### config.mk
export PLATFORM = sky130hd
export DESIGN_NAME = wb_port_arbiter
export DESIGN_NICKNAME = d
export VERILOG_FILES = /design/src/rtl/wb_port_arbiter.sv
export SDC_FILE = /design/constraint.sdc
export NUM_CORES = 1
export LEC_CHECK = 0
export ABC_AREA = 1
export BUFFER_PORTS_ARGS = -buffer_cell sky130_fd_sc_hd__clkbuf_2
export CORE_MARGIN = 10
export CORE_UTILIZATION = 35
export CTS_CLUSTER_DIAMETER = 80
export DETAILED_ROUTE_END_ITERATION = 8
export GPL_ROUTABILITY_DRIVEN = 1
export HOLD_SLACK_MARGIN = 0.05
export SYNTH_ARGS = -nofsm -noshare
export SYNTH_HDL_FRONTEND = slang
export SYNTH_SLANG_ARGS = --single-unit
### constraint.sdc
create_clock -name Clock -period 3 [get_ports Clock]
set_input_delay 0 -clock Clock [delete_from_list [all_inputs] [get_ports Clock]]
set_output_delay 0 -clock Clock [all_outputs]
set_load 0.02 [all_outputs]
### src/rtl/wb_port_arbiter.sv
// Writeback-stage arbiter that owns the single register-file write port.
// ALU results always win. Load returns are buffered in a small FIFO.
// A winning ALU write kills any older buffered load to the same register,
// which keeps write-after-write order correct. A starvation counter raises
// AluHold so that a live load at the FIFO head eventually drains.
module wb_port_arbiter #(
  parameter int DEPTH        = 4,
  parameter int STARVE_LIMIT = 3
) (
  input  logic                     Clock,
  input  logic                     NReset,
  input  logic                     AluValid,
  input  logic [4:0]               AluRegID,
  input  logic [31:0]              AluData,
  input  logic                     MemValid,
  output logic                     MemReady,
  input  logic [4:0]               MemRegID,
  input  logic [31:0]              MemData,
  output logic [31:0]              WriteData,
  output logic [4:0]               WriteRegID,
  output logic                     WriteEnable,
  output logic                     AluHold,
  output logic [31:0]              PendingMask,
  output logic [$clog2(DEPTH):0]   FifoCount
);

  localparam int AW = $clog2(DEPTH);
  localparam int CW = AW + 1;
  localparam int SW = $clog2(STARVE_LIMIT + 1);
  localparam logic [SW-1:0] STARVE_MAX = SW'(STARVE_LIMIT);

  // FIFO storage and bookkeeping
  logic          live_r  [DEPTH];
  logic [4:0]    regid_r [DEPTH];
  logic [31:0]   data_r  [DEPTH];
  logic [AW-1:0] rd_ptr_r;
  logic [AW-1:0] wr_ptr_r;
  logic [CW-1:0] count_r;

  // Starvation tracking
  logic [SW-1:0] starve_r;
  logic          popped_r;
  logic          hold_r;

  // Registered write port and hazard mask
  logic [31:0]   wdata_r;
  logic [4:0]    wid_r;
  logic          we_r;
  logic [31:0]   pending_r;

  // Combinational decisions
  logic          empty_s;
  logic          alu_win_s;
  logic          head_live_s;
  logic          pop_s;
  logic          mem_ready_s;
  logic          push_s;
  logic          push_live_s;
  logic          live_nxt_s  [DEPTH];
  logic [4:0]    regid_nxt_s [DEPTH];
  logic [31:0]   pending_nxt_s;
  logic [CW-1:0] count_nxt_s;
  logic [SW-1:0] starve_nxt_s;
  logic          hold_nxt_s;
  logic [31:0]   wdata_nxt_s;
  logic [4:0]    wid_nxt_s;
  logic          we_nxt_s;

  assign empty_s     = (count_r == {CW{1'b0}});
  assign alu_win_s   = AluValid && (AluRegID != 5'd0);
  assign head_live_s = live_r[rd_ptr_r] && !empty_s;
  assign pop_s       = !alu_win_s && !empty_s;
  assign mem_ready_s = (count_r < CW'(DEPTH));
  // A zero destination completes the handshake but is never stored.
  assign push_s      = MemValid && mem_ready_s && (MemRegID != 5'd0);
  assign push_live_s = !(alu_win_s && (AluRegID == MemRegID));
  assign count_nxt_s = count_r + CW'(push_s) - CW'(pop_s);

  // Next live flags and destinations: apply WAW kills, pop clear, and push.
  always_comb begin
    pending_nxt_s = 32'd0;
    for (int i = 0; i < DEPTH; i++) begin
      // The push slot is always a free (non-live) slot, so it can simply override.
      live_nxt_s[i]  = (push_s && (wr_ptr_r == AW'(i))) ? push_live_s :
                       (live_r[i]
                        && !(alu_win_s && (regid_r[i] == AluRegID))
                        && !(pop_s && (rd_ptr_r == AW'(i))));
      regid_nxt_s[i] = (push_s && (wr_ptr_r == AW'(i))) ? MemRegID : regid_r[i];
      pending_nxt_s  = pending_nxt_s |
                       (live_nxt_s[i] ? (32'd1 << regid_nxt_s[i]) : 32'd0);
    end
  end

  // Starvation counter and hold request.
  always_comb begin
    starve_nxt_s = starve_r;
    if (alu_win_s && head_live_s) begin
      starve_nxt_s = (starve_r == STARVE_MAX) ? starve_r : (starve_r + {{(SW-1){1'b0}}, 1'b1});
    end else if (pop_s || empty_s) begin
      starve_nxt_s = {SW{1'b0}};
    end else begin
      starve_nxt_s = starve_r;
    end
    // Hold drops on the edge after the pop that relieved the head.
    if (hold_r) begin
      hold_nxt_s = !popped_r;
    end else begin
      hold_nxt_s = (starve_nxt_s >= STARVE_MAX);
    end
  end

  // Write-port selection: ALU first, then the FIFO head. A killed head consumes the cycle.
  always_comb begin
    wdata_nxt_s = wdata_r;
    wid_nxt_s   = wid_r;
    we_nxt_s    = 1'b0;
    if (alu_win_s) begin
      wdata_nxt_s = AluData;
      wid_nxt_s   = AluRegID;
      we_nxt_s    = 1'b1;
    end else if (pop_s && head_live_s) begin
      wdata_nxt_s = data_r[rd_ptr_r];
      wid_nxt_s   = regid_r[rd_ptr_r];
      we_nxt_s    = 1'b1;
    end else begin
      we_nxt_s    = 1'b0;
    end
  end

  // State register: FIFO, counters and registered outputs, synchronous reset.
  always_ff @(posedge Clock) begin
    if (!NReset) begin
      for (int i = 0; i < DEPTH; i++) begin
        live_r[i]  <= 1'b0;
        regid_r[i] <= 5'd0;
        data_r[i]  <= 32'd0;
      end
      rd_ptr_r  <= {AW{1'b0}};
      wr_ptr_r  <= {AW{1'b0}};
      count_r   <= {CW{1'b0}};
      starve_r  <= {SW{1'b0}};
      popped_r  <= 1'b0;
      hold_r    <= 1'b0;
      wdata_r   <= 32'd0;
      wid_r     <= 5'd0;
      we_r      <= 1'b0;
      pending_r <= 32'd0;
    end else begin
      for (int i = 0; i < DEPTH; i++) begin
        live_r[i]  <= live_nxt_s[i];
        regid_r[i] <= regid_nxt_s[i];
        if (push_s && (wr_ptr_r == AW'(i))) begin
          data_r[i] <= MemData;
        end
      end
      rd_ptr_r  <= rd_ptr_r + AW'(pop_s);
      wr_ptr_r  <= wr_ptr_r + AW'(push_s);
      count_r   <= count_nxt_s;
      starve_r  <= starve_nxt_s;
      popped_r  <= pop_s;
      hold_r    <= hold_nxt_s;
      wdata_r   <= wdata_nxt_s;
      wid_r     <= wid_nxt_s;
      we_r      <= we_nxt_s;
      pending_r <= pending_nxt_s;
    end
  end

  assign MemReady    = mem_ready_s;
  assign WriteData   = wdata_r;
  assign WriteRegID  = wid_r;
  assign WriteEnable = we_r;
  assign AluHold     = hold_r;
  assign PendingMask = pending_r;
  assign FifoCount   = count_r;

endmodule

### Word level (Yosys, flattened, before mapping)

Memories as Yosys holds them, arrays and structs flattened. A register that Yosys moved wholly into a read port is not among the register bits.
Cells that the tools add are included.

* add/subtract/negate cells: 5
* bitwise logic cells: 15
* shift operators: 4
* multiplexer cells: 51
* order comparisons: 2
* eq/ne operators: 12
* reduce and logical (&&, ||, !) cells: 47

Operators by type and width (count)
* two-way mux 32 bit: 10
* left shift 1 x 5 -> 32 bit, first input constant: 4
* OR 32 bit: 3
* two-way mux 5 bit: 10
* logical AND 1 bit: 28
* == test 5 bit: 5
* two-way mux 1 bit: 25
* zero test 1 bit: 12
* two-way mux 2 bit: 6
* OR 1 bit: 12
* == test 2 bit, second input constant: 5
* nonzero test 5 bit: 2
* adder 2 x 1 -> 2 bit: 2
* == test 2 x 1 -> 1 bit, second input constant: 2
* zero test 2 bit: 2
* adder 3 x 1 -> 3 bit: 1
* zero test 3 bit: 1
* < comparator 3 bit, second input constant: 1
* subtractor 3 x 1 -> 3 bit: 1
* adder 2 x 1 -> 2 bit, second input constant: 1
* greater-or-equal comparator 2 bit, second input constant: 1
* nonzero test 2 bit: 1
* logical OR 1 bit: 1

* memory bits (writable): 152
* register bits after elaboration: 81
* memories: 3
* output and inout bits: 75
* word-level logic and storage cells: 149
* bits of input ports: 78

Memories
* data_r: words 4, bits a word 32, read ports 1, clocked after memory_dff 1, wr ports 4, line 35 `logic [31:0] data_r [DEPTH];`
* regid_r: words 4, bits a word 5, read ports 5, clocked after memory_dff 1, wr ports 4, line 34 `logic [4:0] regid_r [DEPTH];`
* live_r: words 4, bits a word 1, read ports 5, clocked after memory_dff 1, wr ports 4, line 33 `logic live_r [DEPTH];`

### Logic depth before layout (Yosys ltp)

Gate-level depths: netlist (run 1).

* depth after elaboration: 12
* gate-level depth with buffers: 14

### Worst setup path after synthesis (run 1)

No wires, ideal clock.

* path kind: flip-flop to flip-flop
* start point: reg count_r[2], in the netlist FifoCount[2]
* end point: reg count_r[2], in the netlist FifoCount[2]
* data required time: 2872 ps
* arrival time: 2112 ps
* setup slack: 761 ps
* library setup time: 128 ps
* cell stages (with the launch flop): 10
* path buffers: 1
* path through: dfxtp_1 -> nor2_4 -> buf_2 -> nand2_1 -> ha_1 -> inv_1 -> ha_1 -> fa_1 -> xor2_1 -> nor2_1

* cells in the longest elaborated chain, start to end: 5

Ends and longest elaborated chain
* from (decl): line 38 `logic [CW-1:0] count_r;`
* from (signal assigned): line 140 `count_r <= {CW{1'b0}};`
* from (signal assigned): line 158 `count_r <= count_nxt_s;`
* < comparator 3 bit: line 73 `assign mem_ready_s = (count_r < CW'(DEPTH));`
* logical AND 1 bit (2 in series): line 75 `assign push_s = MemValid && mem_ready_s && (MemRegID != 5'd0);`
* adder 3 x 1 -> 3 bit: line 77 `assign count_nxt_s = count_r + CW'(push_s) - CW'(pop_s);`
* subtractor 3 x 1 -> 3 bit *: line 77

Mark *: on every way between the ends. The rest lies on a longest branch, timed or not.
A chain may end at the register's enable or synchronous reset.

### Worst setup path in the final report (run 1)

* start point: in MemRegID[3]
* end point: reg pending_r[19], in the netlist PendingMask[19]

* cells in the longest elaborated chain, start to end: 9

Ends and longest elaborated chain
* from (decl): line 17 `input logic [4:0] MemRegID,`
* nonzero test 5 bit: line 75
* logical AND 1 bit: line 75
* logical AND 1 bit: line 84, 88
* two-way mux 5 bit: line 88 `regid_nxt_s[i] = (push_s && (wr_ptr_r == AW'(i))) ? MemRegID : regid_r[i];`
* left shift 1 x 5 -> 32 bit: line 90 `(live_nxt_s[i] ? (32'd1 << regid_nxt_s[i]) : 32'd0);`
* two-way mux 32 bit: line 90
* OR 32 bit (2 in series): line 89 `pending_nxt_s = pending_nxt_s |`
* OR 32 bit *: line 89
* to (signal assigned): line 165 `pending_r <= pending_nxt_s;`
* to (decl): line 49 `logic [31:0] pending_r;`

Marks and branches as above.

==> results of run 1 <==
## timing repair
action / 4_1_cts / 5_1_grt
hold endpoints to repair: 191 / 0
gates resized for setup: 0 / 0
hold buffers: 73 / 0
## sequential cells by signal, summed over array words and instances, names as in the netlist
name	count
data_r	128
PendingMask	32
WriteData	32
regid_r	20
WriteRegID	5
live_r	4
FifoCount	3
rd_ptr_r	2
starve_r	2
wr_ptr_r	2
AluHold	1
WriteEnable	1
popped_r	1
## final timing paths
path | from | endpoint | slack, ns | depth (start not counted)
worst max-delay path | MemRegID[3] | PendingMask[19]$_SDFF_PN0_ | 0.48 | 12
worst min-delay path | MemRegID[0] | regid_r[3][0]$_SDFF_PN0_ | 0.11 | 5
worst max register to register | FifoCount[2]$_SDFF_PN0_ | PendingMask[9]$_SDFF_PN0_ | 0.51 | 10
worst min register to register | AluHold$_SDFF_PN0_ | AluHold$_SDFF_PN0_ | 0.47 | 2
## worst max-delay path, delay by kind of cell
kind,cells,cell delay (ns)
AOI/OAI and AO/OA,1,0.70
buffers and inverters,5,1.32
and+or+nand+nor,6,0.88
## power by group through the flow
| stage | Clock, W | Sequential, W | Combinational [W] |
|---|---|---|---|
| finish | 0.00321 | 0.00393 | 0.00259 |
| CTS | 0.00327 | 0.00393 | 0.00257 |
| global placement | 0 | 0.00399 | 0.00247 |
| floorplan | 0 | 0.00410 | 0.00154 |
| global route | 0.00341 | 0.00397 | 0.00283 |
| detailed placement | 0 | 0.00400 | 0.00249 |
## final cells by class
cell class	count	area (um^2)	area share (%)
Clock inverter	12	124	0.865
Clock buffer	37	733	5.12
Antenna cell	1	2.50	0.0175
Timing Repair Buffer	254	1720	12.0
Tap cell	442	553	3.86
Multi-Input combinational cell	1050	4860	34.0
Inverter	98	370	2.59
Sequential cell	233	5950	41.5
## cells by family after synthesis
| family | count (synthesis) |
|---|---|
| AO/OA/AOI/OAI | 96 |
| AND/OR/NAND/NOR | 925 |
| buffers and inverters | 184 |
| flip-flops | 233 |
| adder cells (fa/ha/maj) | 5 |
| XOR/XNOR | 24 |
## per-layer routing
layer	global-route usage, %	wire, um	vias up
li1	-	-	5242
met4	4.40	600	0
met5	0	0	-
met2	29.7	17400	380
met1	22.7	16400	5014
met3	3.09	2620	49
## through the flow
step / std cells / area, um^2 / total power, W / hold slack (ns)
floorplan: 1467 / 11600 / 0.00563 / 0.159
detailed placement: 2004 / 12700 / 0.00648 / 0.260
finish: 2127 / 14300 / 0.00973 / 0.107
global placement: 2004 / 12700 / 0.00646 / 0.252
global route: 2127 / 14300 / 0.0102 / 0.156
CTS: 2126 / 14300 / 0.00978 / 0.0762
## cells in the final DEF (no fill, tap or decap), types with 2 or more instances in the layout
master         netlist  routed
buf_4                4      28
nor2_1             288     286
clkbuf_16            0      27
nor3_1               6       6
xnor2_1             10      10
xor2_1              14      14
o21ai_2              4       4
edfxtp_1           128     128
o2111ai_1            2       2
nor2_2              11      13
a31oi_1             35      35
dfxtp_1            105     105
nand2_2              1       2
o22ai_1              4       4
clkbuf_1            43       8
clkinv_2             0       2
o21ai_0             14      14
inv_2               22      22
dlygate4sd3_1        0      73
o21ai_1             20      20
clkinv_1             0       6
nor2_4               4       4
a21oi_1              9       9
inv_1               75      75
nand2_1            378     377
o211ai_1             3       3
bufinv_16            0       2
ha_1                 4       4
clkbuf_2             0     152
clkbuf_8             0       2
nand3_1            174     174
nand4_1             57      57
o21ai_4              4       4
nand3_4              4       4
==> reports/results.tsv, run 1 <==
metric	value	unit
status	complete, no violations	
fp.dieH	202	um
power_density	680	mW/mm^2
seqPwrFrac	40.4	%
slowest_delay	0.70	ns
ys.flop_type	edfxtp_1	
rsz0062_at_grt	false	
worstPathMaxFanout	28	
p_leak	6.34	nW
hold_viol	0	
synth.most_common_cell	nand2_1	
netlist_instances	1467	
netlist.area_leader.share	33.2	%
detail-route-antenna-nets	0	
grt_pass1_vias	10300	
antenna_found_initial	1	
synthXorXnorAreaFrac	1.82	%
grt_max_degree	68	
postSynthAreaPerCell	7.89	um^2
yosys.area_share.simple	34.3	%
synth_compound_area_share	5.24	%
finalWirelength	37000	um
drt_iter0_markers	860	
htreeDepth	1	
initial_utilization	35.6	%
slew_headroom	39.6	%
end_kind	flop	
cap_violations	0	
cts_tree	yes	
ys_types	35	
cp_data_arrival_time	2.93	ns
cts_max_path_buffers	3	
fmax	0.397	GHz
setup_violations	0	
synth.mux.area_fraction	0	%
irDropWorstVdd	390	uV
crit_path_start_kind	input port	
slew_viol_final	0	
yosysSeqAreaShare	51.4	%
cp_data_required_time	3.41	ns
fin_util	44.0	%
synth_fp_nets	1550	
p_comb_share	26.6	%
grt_use_total	17.6	%
row_count	66	
synthAdderAreaFrac	0.606	%
ys_ff_latch	233	
overflow	0	
nFillCells	3289	
gp_congestion	0.941	
synth_warnings	0	
num_io_pins	153	
syn_area	0.0116	mm^2
cts_inserted_buffers	27	
grt_pass1_wl	58100	um
switchingPower	0.00336	W
clkPwrFrac	33.0	%
core-area	0.0325	mm^2
routed_via_density	5.02	
crit_slowest_cell	o21ai_2	
finClkSkew	0.00900	ns
portBuffers	152	
root_buffer	clkbuf_16	
ys_async_sr_fraction	0	%
cts_sinks	233	
layout-drive-gt1-share	16.2	%
drc	0	
syn_to_final_growth	23.7	%
synth_area_leaders	edfxtp_1, dfxtp_1, nand2_1	
clk_latency	0.55	ns
ys_top_cells_by_count	nand2_1, nor2_1, nand3_1, edfxtp_1, dfxtp_1	
setup-tns-final	0	ns
hp-class	in2reg	
wire_per_inst	17.4	um
path_cells	dlygate4sd3_1 > clkbuf_2 > inv_2 > nand3_4 > nand3_2 > inv_2 > o21ai_2 > inv_2 > nand3_1 > nand2_1 > nor2_1 > nor2_1	
fp.dieW	202	um
fin_crit_sh	84.0	%
finalCriticalPeriod	2.52	ns
nets	1747	
switching_share	34.5	%
worst_pin_slew	0.905	ns
setup_ws	0.479	ns
dp_hpwl	24000	um
first_pass_iters	7	
via_count	10700	
cp_common_cell	inv_2	
cellInternalPower	0.00637	W
dieArea	0.0407	mm^2
post-place-ws	0.554	ns
path_clk_slew	0.06	ns
synth_top_family_by_area	simple AND/OR/NAND/NOR gates	
synth_edf_count	128	
worstSetupPathType	in2reg	
post-cts-setup-buffers	0	
synth_top_cell_by_area	edfxtp_1	
No activity file was read; power rests on OpenSTA's default activity.
==> run 2: changes to the inputs <==
==> constraint.sdc (replaced) <==
create_clock -name Clock -period 2.3 [get_ports Clock]
set_input_delay 0 -clock Clock [delete_from_list [all_inputs] [get_ports Clock]]
set_output_delay 0 -clock Clock [all_outputs]
set_load 0.02 [all_outputs]
==> reports/results.tsv, run 2 (same netlist as run 1, synthesis figures left out) <==
metric	value	unit	change
path_clk_slew	0.06	ns	about the same
initial_utilization	35.6	%	unchanged
cp_data_arrival_time	2.62	ns	was 2.93 ns
clk_latency	0.54	ns	was 0.55 ns
root_buffer	clkbuf_16		unchanged
cts_inserted_buffers	26		was 27
slowest_delay	0.38	ns	was 0.70 ns
finalCriticalPeriod	2.14	ns	
top_register	data_r		unchanged
cts_max_path_buffers	3		unchanged
final_common_cell	nand2_1		unchanged
crit_slowest_cell	dfxtp_1		was o21ai_2
slew_viol_final	0		unchanged
syn_to_final_growth	25.4	%	was 23.7%
cp_common_cell	nor2_1		was inv_2
finClkSkew	0.0129	ns	was 0.00900 ns
nets	1759		was 1747
routed_via_density	5.08		was 5.02
worstPathMaxFanout	23		was 28
dieArea	0.0407	mm^2	unchanged
multi_input_area	0.00486	mm^2	unchanged
rsz0062_at_grt	false		unchanged
gp_congestion	0.977		was 0.941
grt_max_degree	66		was 68
cap_violations	0		unchanged
nFillCells	3265		was 3289
worstSetupPathType	reg2reg		was in2reg
hp-class	in2reg		unchanged
overflow	0		unchanged
drc	0		unchanged
layout-drive-gt1-share	17.3	%	was 16.2%
grt_use_total	17.8	%	was 17.6%
wire_per_inst	17.6	um	was 17.4 um
dp_hpwl	24700	um	was 24000 um
fin_crit_sh	93.2	%	
layout_common_cells	nand2_1, nor2_1, nand3_1, clkbuf_2, edfxtp_1		unchanged
num_io_pins	153		unchanged
grt_pass1_vias	10800		was 10300
setup_ws	0.156	ns	was 0.479 ns
cts_tree	yes		unchanged
irDropWorstVdd	493	uV	was 390 uV
hold_viol	0		unchanged
via_count	10900		was 10700
cts_sinks	233		unchanged
fp.dieW	202	um	unchanged
status	complete, no violations		unchanged
grt_pass1_wl	59400	um	was 58100 um
htreeDepth	1		unchanged
fp.dieH	202	um	unchanged
antenna_found_initial	0		was 1
largest_register_ffs	128		unchanged
setup-tns-final	0	ns	unchanged
finalWirelength	37600	um	was 37000 um
setup_violations	0		unchanged
cp_data_required_time	2.78	ns	was 3.41 ns
end_kind	flop		unchanged
first_pass_iters	6		was 7
worst_pin_slew	0.507	ns	was 0.905 ns
portBuffers	152		unchanged
seq_area	0.00595	mm^2	about the same
post-place-ws	0.169	ns	was 0.554 ns
row_count	66		unchanged
drt_iter0_markers	990		was 860
fmax	0.466	GHz	
antennaDiodeCount	0		was 1
path_cells	nor2_4 > buf_4 > nand4_1 > nand2_1 > nand3_1 > nor2_1 > nand3_1 > nand2_1 > nor2_1 > nor2_1		was dlygate4sd3_1 > clkbuf_2 > inv_2 > nand3_4 > nand3_2 > inv_2 > o21ai_2 > inv_2 > nand3_1 > nand2_1 > nor2_1 > nor2_1
p_leak	6.44	nW	was 6.34 nW
detail-route-antenna-nets	0		unchanged
core-area	0.0325	mm^2	unchanged
power_density	888	mW/mm^2	was 680 mW/mm^2
slew_headroom	66.2	%	was 39.6%
crit_path_start_kind	flop		was input port
-- run 2: cell count changes in the layout (fill, tap and decap cells not counted), sizes merged --
| cell | previous run | this run |
|---|---|---|
| bufinv | 2 | 3 |
| diode | 1 | 0 |
| buf | 29 | 43 |
| clkbuf | 189 | 187 |
| inv | 100 | 98 |
| dlygate4sd3 | 73 | 72 |
| clkinvlp | 0 | 1 |
-- run 2: through the flow --
step           cell area [um^2]  hold WS (ns)  power (W)  util (%)  cells
4_1_cts                   14500        0.0633     0.0129      44.5   2135
3_5_place_dp              12900         0.257    0.00858      39.6   2016
2_1_floorplan             11600         0.159    0.00735         -   1467
3_3_place_gp              12900         0.252    0.00853      39.6   2016
6_report                  14500         0.101     0.0129      44.6   2137
5_1_grt                   14500         0.113     0.0135      44.6   2137
-- run 2: what timing repair did --
action | in CTS | in global routing
hold endpoints to repair | 170 | 0
buffers inserted | 0 | 2
hold buffers | 72 | 0
endpoints found under the setup margin | 0 | 4
gates resized for setup | 0 | 2
-- run 2: metal layers --
layer	wire (um)	global-route usage (%)	vias to the layer above
met2	17500	29.4	440
met5	0	0	-
met1	16700	23.7	5097
li1	-	-	5265
met4	607	4.59	0
met3	2740	2.94	53
-- run 2: worst paths after layout --
| check | cells after the start | from | slack, ns | to |
|---|---|---|---|---|
| min reg2reg | 2 | starve_r[1]$_SDFF_PN0_ | 0.47 | starve_r[1]$_SDFF_PN0_ |
| min | 5 | MemRegID[0] | 0.10 | regid_r[3][0]$_SDFF_PN0_ |
| max reg2reg | 10 | FifoCount[2]$_SDFF_PN0_ | 0.16 | PendingMask[13]$_SDFF_PN0_ |
| max | 10 | FifoCount[2]$_SDFF_PN0_ | 0.16 | PendingMask[13]$_SDFF_PN0_ |
-- run 2: layout make-up --
| class | count | share of cell area (%) |
|---|---|---|
| flip-flops and latches | 233 | 41.0 |
| clock buffers | 35 | 4.99 |
| clock inverters | 12 | 1.10 |
| inverters | 98 | 2.55 |
| repair buffers | 267 | 13.0 |
| well taps | 442 | 3.81 |
| multi-input cells | 1050 | 33.5 |
-- run 2: power by group --
part           internal, W  switching [W]  leakage (nW)
clock              0.00255        0.00171         0.432
combinational      0.00106        0.00244          3.82
sequential         0.00489       0.000238          2.20
-- run 2: worst max-delay path, delay by kind of cell, from the launching register on --
kind | cells | cell delay (ns)
and+or+nand+nor | 9 | 1.39
DFF | 1 | 0.38
buffers and inverters | 1 | 0.31
